$ cat config.mk
export PLATFORM = sky130hd
export DESIGN_NAME = mem_wr_arbiter
export DESIGN_NICKNAME = d
export VERILOG_FILES = /design/src/rtl/mem_wr_arbiter.sv
export SDC_FILE = /design/constraint.sdc
export NUM_CORES = 1
export LEC_CHECK = 0
export CAP_MARGIN = 0
export CORE_MARGIN = 2
export CORE_UTILIZATION = 51
export CTS_CLUSTER_DIAMETER = 30
export DETAILED_ROUTE_END_ITERATION = 12
export PLACE_DENSITY = 0.85
export SYNTH_ARGS = -nofsm -noshare
export SYNTH_HDL_FRONTEND = slang
export SYNTH_SLANG_ARGS = --single-unit
export TNS_END_PERCENT = 30
$ cat constraint.sdc
create_clock -name ACLK -period 8.4 [get_ports ACLK]
set_clock_uncertainty 0.1 [all_clocks]
set_input_delay 1.68 -clock ACLK [delete_from_list [all_inputs] [get_ports ACLK]]
set_output_delay 1.68 -clock ACLK [all_outputs]
set_load 0.01 [all_outputs]
$ cat src/rtl/mem_wr_arbiter.sv
// rtl/mem_wr_arbiter.sv - RAM write-port arbiter: AXI path has priority, loader writes queue in a FIFO.
// Optional MEM_WR_ARB_FAIR_EN bounds loader wait to MAX_WAIT+1 cycles under continuous AXI traffic.
module mem_wr_arbiter #(
  parameter int DATA_WIDTH     = 32,
  parameter int ADDR_WIDTH     = 32,
  parameter int RAM_ADDR_WIDTH = 16,
  parameter int FIFO_DEPTH     = 8,
  parameter int MAX_WAIT       = 15
) (
  input  logic                          ACLK,
  input  logic                          ARESETn,
  input  logic                          axi_w_valid,
  output logic                          axi_w_ready,
  input  logic [ADDR_WIDTH-1:0]         axi_w_addr,
  input  logic [DATA_WIDTH-1:0]         axi_w_data,
  input  logic                          ld_w_valid,
  output logic                          ld_w_ready,
  input  logic [ADDR_WIDTH-1:0]         ld_w_addr,
  input  logic [DATA_WIDTH-1:0]         ld_w_data,
  output logic                          ram_w_en,
  output logic [RAM_ADDR_WIDTH-1:0]     ram_w_addr,
  output logic [DATA_WIDTH-1:0]         ram_w_data,
  output logic [$clog2(FIFO_DEPTH):0]   ld_fifo_level,
  output logic                          ld_busy
);
  localparam int PTR_W = $clog2(FIFO_DEPTH);
  localparam int LVL_W = PTR_W + 1;

  logic [RAM_ADDR_WIDTH-1:0] r_fifo_addr [FIFO_DEPTH];
  logic [DATA_WIDTH-1:0]     r_fifo_data [FIFO_DEPTH];
  logic [PTR_W-1:0]          r_wr_ptr;
  logic [PTR_W-1:0]          r_rd_ptr;
  logic [LVL_W-1:0]          r_level;
  logic                      r_ram_en;
  logic [RAM_ADDR_WIDTH-1:0] r_ram_addr;
  logic [DATA_WIDTH-1:0]     r_ram_data;
  logic                      r_last_ld;

  logic w_empty;
  logic w_full;
  logic w_push;
  logic w_force_ld;
  logic w_grant_axi;
  logic w_grant_ld;

  // Byte-lane bits and address bits above the RAM range are not used by the RAM.
  logic w_unused_addr;
  assign w_unused_addr = ^{axi_w_addr[1:0], axi_w_addr[ADDR_WIDTH-1:RAM_ADDR_WIDTH+2],
                           ld_w_addr[1:0],  ld_w_addr[ADDR_WIDTH-1:RAM_ADDR_WIDTH+2]};

  assign w_empty     = (r_level == '0);
  assign w_full      = (r_level == LVL_W'(FIFO_DEPTH));
  assign ld_w_ready  = ARESETn & ~w_full;
  assign w_push      = ld_w_valid & ld_w_ready;
  assign axi_w_ready = ARESETn & ~w_force_ld;
  assign w_grant_axi = axi_w_valid & axi_w_ready;
  assign w_grant_ld  = ~w_grant_axi & ~w_empty;

`ifdef MEM_WR_ARB_FAIR_EN
  localparam int WAIT_W = $clog2(MAX_WAIT + 1);
  logic [WAIT_W-1:0] r_wait;

  assign w_force_ld = (r_wait == WAIT_W'(MAX_WAIT)) & ~w_empty;

  always_ff @(posedge ACLK) begin
    if (!ARESETn) begin
      r_wait <= '0;
    end else if (w_grant_ld || w_empty) begin
      r_wait <= '0;
    end else if (w_grant_axi) begin
      r_wait <= r_wait + WAIT_W'(1);
    end
  end
`else
  localparam int UNUSED_MAX_WAIT = MAX_WAIT;
  assign w_force_ld = 1'b0;
`endif

  // FIFO storage carries no reset; only pointers and level define validity.
  always_ff @(posedge ACLK) begin
    if (w_push) begin
      r_fifo_addr[r_wr_ptr] <= ld_w_addr[RAM_ADDR_WIDTH+1:2];
      r_fifo_data[r_wr_ptr] <= ld_w_data;
    end
  end

  always_ff @(posedge ACLK) begin
    if (!ARESETn) begin
      r_wr_ptr   <= '0;
      r_rd_ptr   <= '0;
      r_level    <= '0;
      r_ram_en   <= 1'b0;
      r_ram_addr <= '0;
      r_ram_data <= '0;
      r_last_ld  <= 1'b0;
    end else begin
      if (w_push) begin
        r_wr_ptr <= r_wr_ptr + PTR_W'(1);
      end
      if (w_grant_ld) begin
        r_rd_ptr <= r_rd_ptr + PTR_W'(1);
      end
      r_level   <= r_level + LVL_W'(w_push) - LVL_W'(w_grant_ld);
      r_ram_en  <= w_grant_axi | w_grant_ld;
      r_last_ld <= w_grant_ld;
      if (w_grant_axi) begin
        r_ram_addr <= axi_w_addr[RAM_ADDR_WIDTH+1:2];
        r_ram_data <= axi_w_data;
      end else if (w_grant_ld) begin
        r_ram_addr <= r_fifo_addr[r_rd_ptr];
        r_ram_data <= r_fifo_data[r_rd_ptr];
      end
    end
  end

  assign ram_w_en      = r_ram_en;
  assign ram_w_addr    = r_ram_addr;
  assign ram_w_data    = r_ram_data;
  assign ld_fifo_level = r_level;
  assign ld_busy       = (r_level != '0) | (r_ram_en & r_last_ld);
endmodule

==> flow_summary.json <==
{
  "synth_warnings": 0,
  "max-vdd-ir-drop_uv": 197,
  "status": "complete, no violations",
  "track_usage_pct": 22.3,
  "dpl.cell_count": 1522,
  "postCtsHoldBufs": 0,
  "critPathMaxStageDelay_ns": 0.54,
  "cts_sinks": 447,
  "grt_pass1_vias": 10300,
  "worst_setup_path_start_kind": "input port",
  "synth_cell_types": 34,
  "worstRegToRegCells": 5,
  "cts.repair.resized": 0,
  "cts_buffers": 77,
  "syn_to_final_growth_pct": 27.6,
  "vias": 9810,
  "drv_cap": 0,
  "drive_above_1_share_pct": 14.9,
  "crit_required_ns": 6.62,
  "power_mw": 7.13,
  "power_frac_seq_pct": 37.3,
  "dp_hpwl_um": 20800,
  "drv_slew": 0,
  "synth_ff_type": "edfxtp_1",
  "cp_max_fo": 18,
  "endpoint_kind": "primary output",
  "port_buffers": 155,
  "post_cts_buffers": 0,
  "hold_violations": 0,
  "synth_edf_count": 384,
  "timing.rr.end": "ram_w_addr[11]",
  "gp_congestion": 0.745,
  "hp-class": "reg2reg",
  "power_density_nw_per_um2": 326,
  "syn_area_per_cell_um2": 17.8,
  "hp-start": "ram_w_data[1]",
  "fin_tns_setup_ns": 0,
  "ant_nets": 0,
  "num-nets-final": 1294,
  "min_to": "ram_w_data[1]",
  "gr-total-overflow": 0,
  "critPathKind": "in2out",
  "rrSetupSlack_ns": 5.02,
  "internal_power_mw": 5.21,
  "fmax_mhz": 216,
  "htreeDepth": 3,
  "hold_slack_ns": 0.484,
  "cts_tree": "done",
  "core_um2": 33400,
  "boundaryPins": 188,
  "crit_family": "buffers and inverters",
  "critPathSlowestCell": "clkdlybuf4s50_1",
  "core.rowCount": 67,
  "ys_ff_latch": 447,
  "clk_latency_ns": 0.58,
  "finalSetupViolCount": 0,
  "p_sw_mw": 1.92,
  "period_share_pct": 55.2,
  "async_reset_ff_share_pct": 0,
  "clkPwrFrac_pct": 44.7,
  "die-area_um2": 35100,
  "fin_cells": 1667,
  "start_util_pct": 51.4,
  "leakage_nw": 7.40,
  "path_cells": "buf_2 > o31a_1 > clkdlybuf4s50_1",
  "fin_crit_ns": 4.63,
  "syn_nets": 1103,
  "drt-pass1-iter-count": 7,
  "grt_pass1_wl_um": 58800,
  "path_buf_inv": 2,
  "clkTransAtPathRegs_ns": 0.05,
  "netlist_area_um2": 17200,
  "tightest_slew_ns": 1.26,
  "cts-root-buf": "clkbuf_16",
  "synth_cells": 962,
  "switching_share_pct": 26.9,
  "pwr-share-comb_pct": 18.0,
  "critPathArrivalTime_ns": 2.85,
  "clockBufferDepth": 3,
  "drc": 0,
  "grt_max_degree": 59,
  "die_w_um": 187,
  "rsz0062_at_grt": "no",
  "routed_via_density": 5.88,
  "slew_headroom_pct": 15.7,
  "antenna_found_initial": 3,
  "hold_depth": 2,
  "wl_per_cell_um": 23.7,
  "synth-seq-area-share_pct": 74.6,
  "die_y_um": 187,
  "drtIter0Drc": 969,
  "totalWireLength_um": 39400
}
-- state kept, by name (all words and copies together) (netlist names), named ones only --
register       count
ram_w_addr        16
r_fifo_data      256
r_wr_ptr           3
r_last_ld          1
ram_w_en           1
ld_fifo_level      4
ram_w_data        32
r_fifo_addr      128
r_rd_ptr           3
-- power groups by stage --
stage                     sequential [mW]  combinational [mW]  clock (mW)
after floorplan                      2.68               0.835           0
after global routing                 2.67                1.37        3.33
after CTS                            2.66                1.28        3.22
final                                2.66                1.29        3.19
after global placement               2.69                1.22           0
after detailed placement             2.70                1.25           0
-- logic make-up (layout without fill, tap and decap cells) --
group,count (synthesis),in the layout,share of synthesized area (%)
XOR/XNOR,5,5,0.255
adder cells (fa/ha/maj),9,9,0.700
buffers and inverters,75,331,2.22
AO/OA/AOI/OAI,195,195,9.57
other,0,1,0
flip-flops,447,447,74.6
multiplexers,193,193,11.4
AND/OR/NAND/NOR,38,38,1.26
-- final cells by class --
class / count / area, um^2
Clock inverter: 56 / 637
Tap cell: 448 / 561
Multi-Input combinational cell: 440 / 4060
Inverter: 8 / 30.0
Antenna cell: 1 / 2.50
Timing Repair Buffer: 179 / 1720
Clock buffer: 88 / 2070
Fill cell: 2197 / 11500
Sequential cell: 447 / 12800
-- cell usage after synthesis, types with 5 or more instances --
master	count	area [um^2]
nand2_1	10	37.5
edfxtp_1	384	11500
buf_2	22	110
nor2b_1	5	31.3
inv_1	8	30.0
dfxtp_1	63	1260
clkbuf_1	25	93.8
ha_1	8	100
and2_1	8	50.1
a22oi_1	94	706
buf_4	17	128
mux2i_1	190	1900
a22o_1	49	429
a32o_1	47	470
-- placed cells by master (no fill, tap or decap), drive strengths merged, types with 2 or more instances in the layout --
master and n:
nor2 3, and2 8, nor3 3, dfxtp 63, clkdlybuf4s50 153, inv 28, a22o 49, clkinv 24
bufinv 8, buf 26, a32o 47, xor2 2, clkbuf 88, a22oi 94, edfxtp 384, mux2i 190
xnor2 3, nor2b 5, mux4 2, ha 8, clkinvlp 4, nand2 10, a21oi 2, nand3 2
nor3b 4
-- worst register-to-register path: cells and delay by family, from the launching register on --
family	cells	cell delay, ns
AOI/OAI and AO/OA	2	0.46
DFF	1	0.76
buffers and inverters	2	1.61
muxes	1	0.35
-- metrics by stage --
step / instance area, um^2 / utilization, % / worst slack, ns
2_1_floorplan: 17200 / - / 0.398
3_3_place_gp: 19200 / 57.5 / 3.66
3_5_place_dp: 19200 / 57.5 / 3.63
4_1_cts: 21900 / 65.6 / 3.77
5_1_grt: 21900 / 65.6 / 3.70
6_report: 21900 / 65.6 / 3.77
-- metal layers --
metal	global-route usage, %	wire length [um]	share of wire, %	up-vias
li1	-	-	-	4341
met1	26.9	15400	39	4933
met2	38.9	20100	51	452
met3	4.92	2900	7.4	80
met4	9.02	977	2.5	4
met5	0	26	0.066	-
-- how the worst max path moves through the flow --
stage / start / endpoint / cells after the start / slack [ns]
finish: ARESETn / ld_w_ready / 3 / 3.77
CTS: ARESETn / ld_w_ready / 3 / 3.77
detailed placement: ARESETn / r_fifo_addr[3][9] / 5 / 3.63
floorplan: ARESETn / r_fifo_addr[1][0] / 4 / 0.40
global route: ARESETn / ld_w_ready / 3 / 3.70
global placement: ARESETn / r_fifo_data[3][3] / 5 / 3.66
No activity file was read; power rests on OpenSTA's default activity.
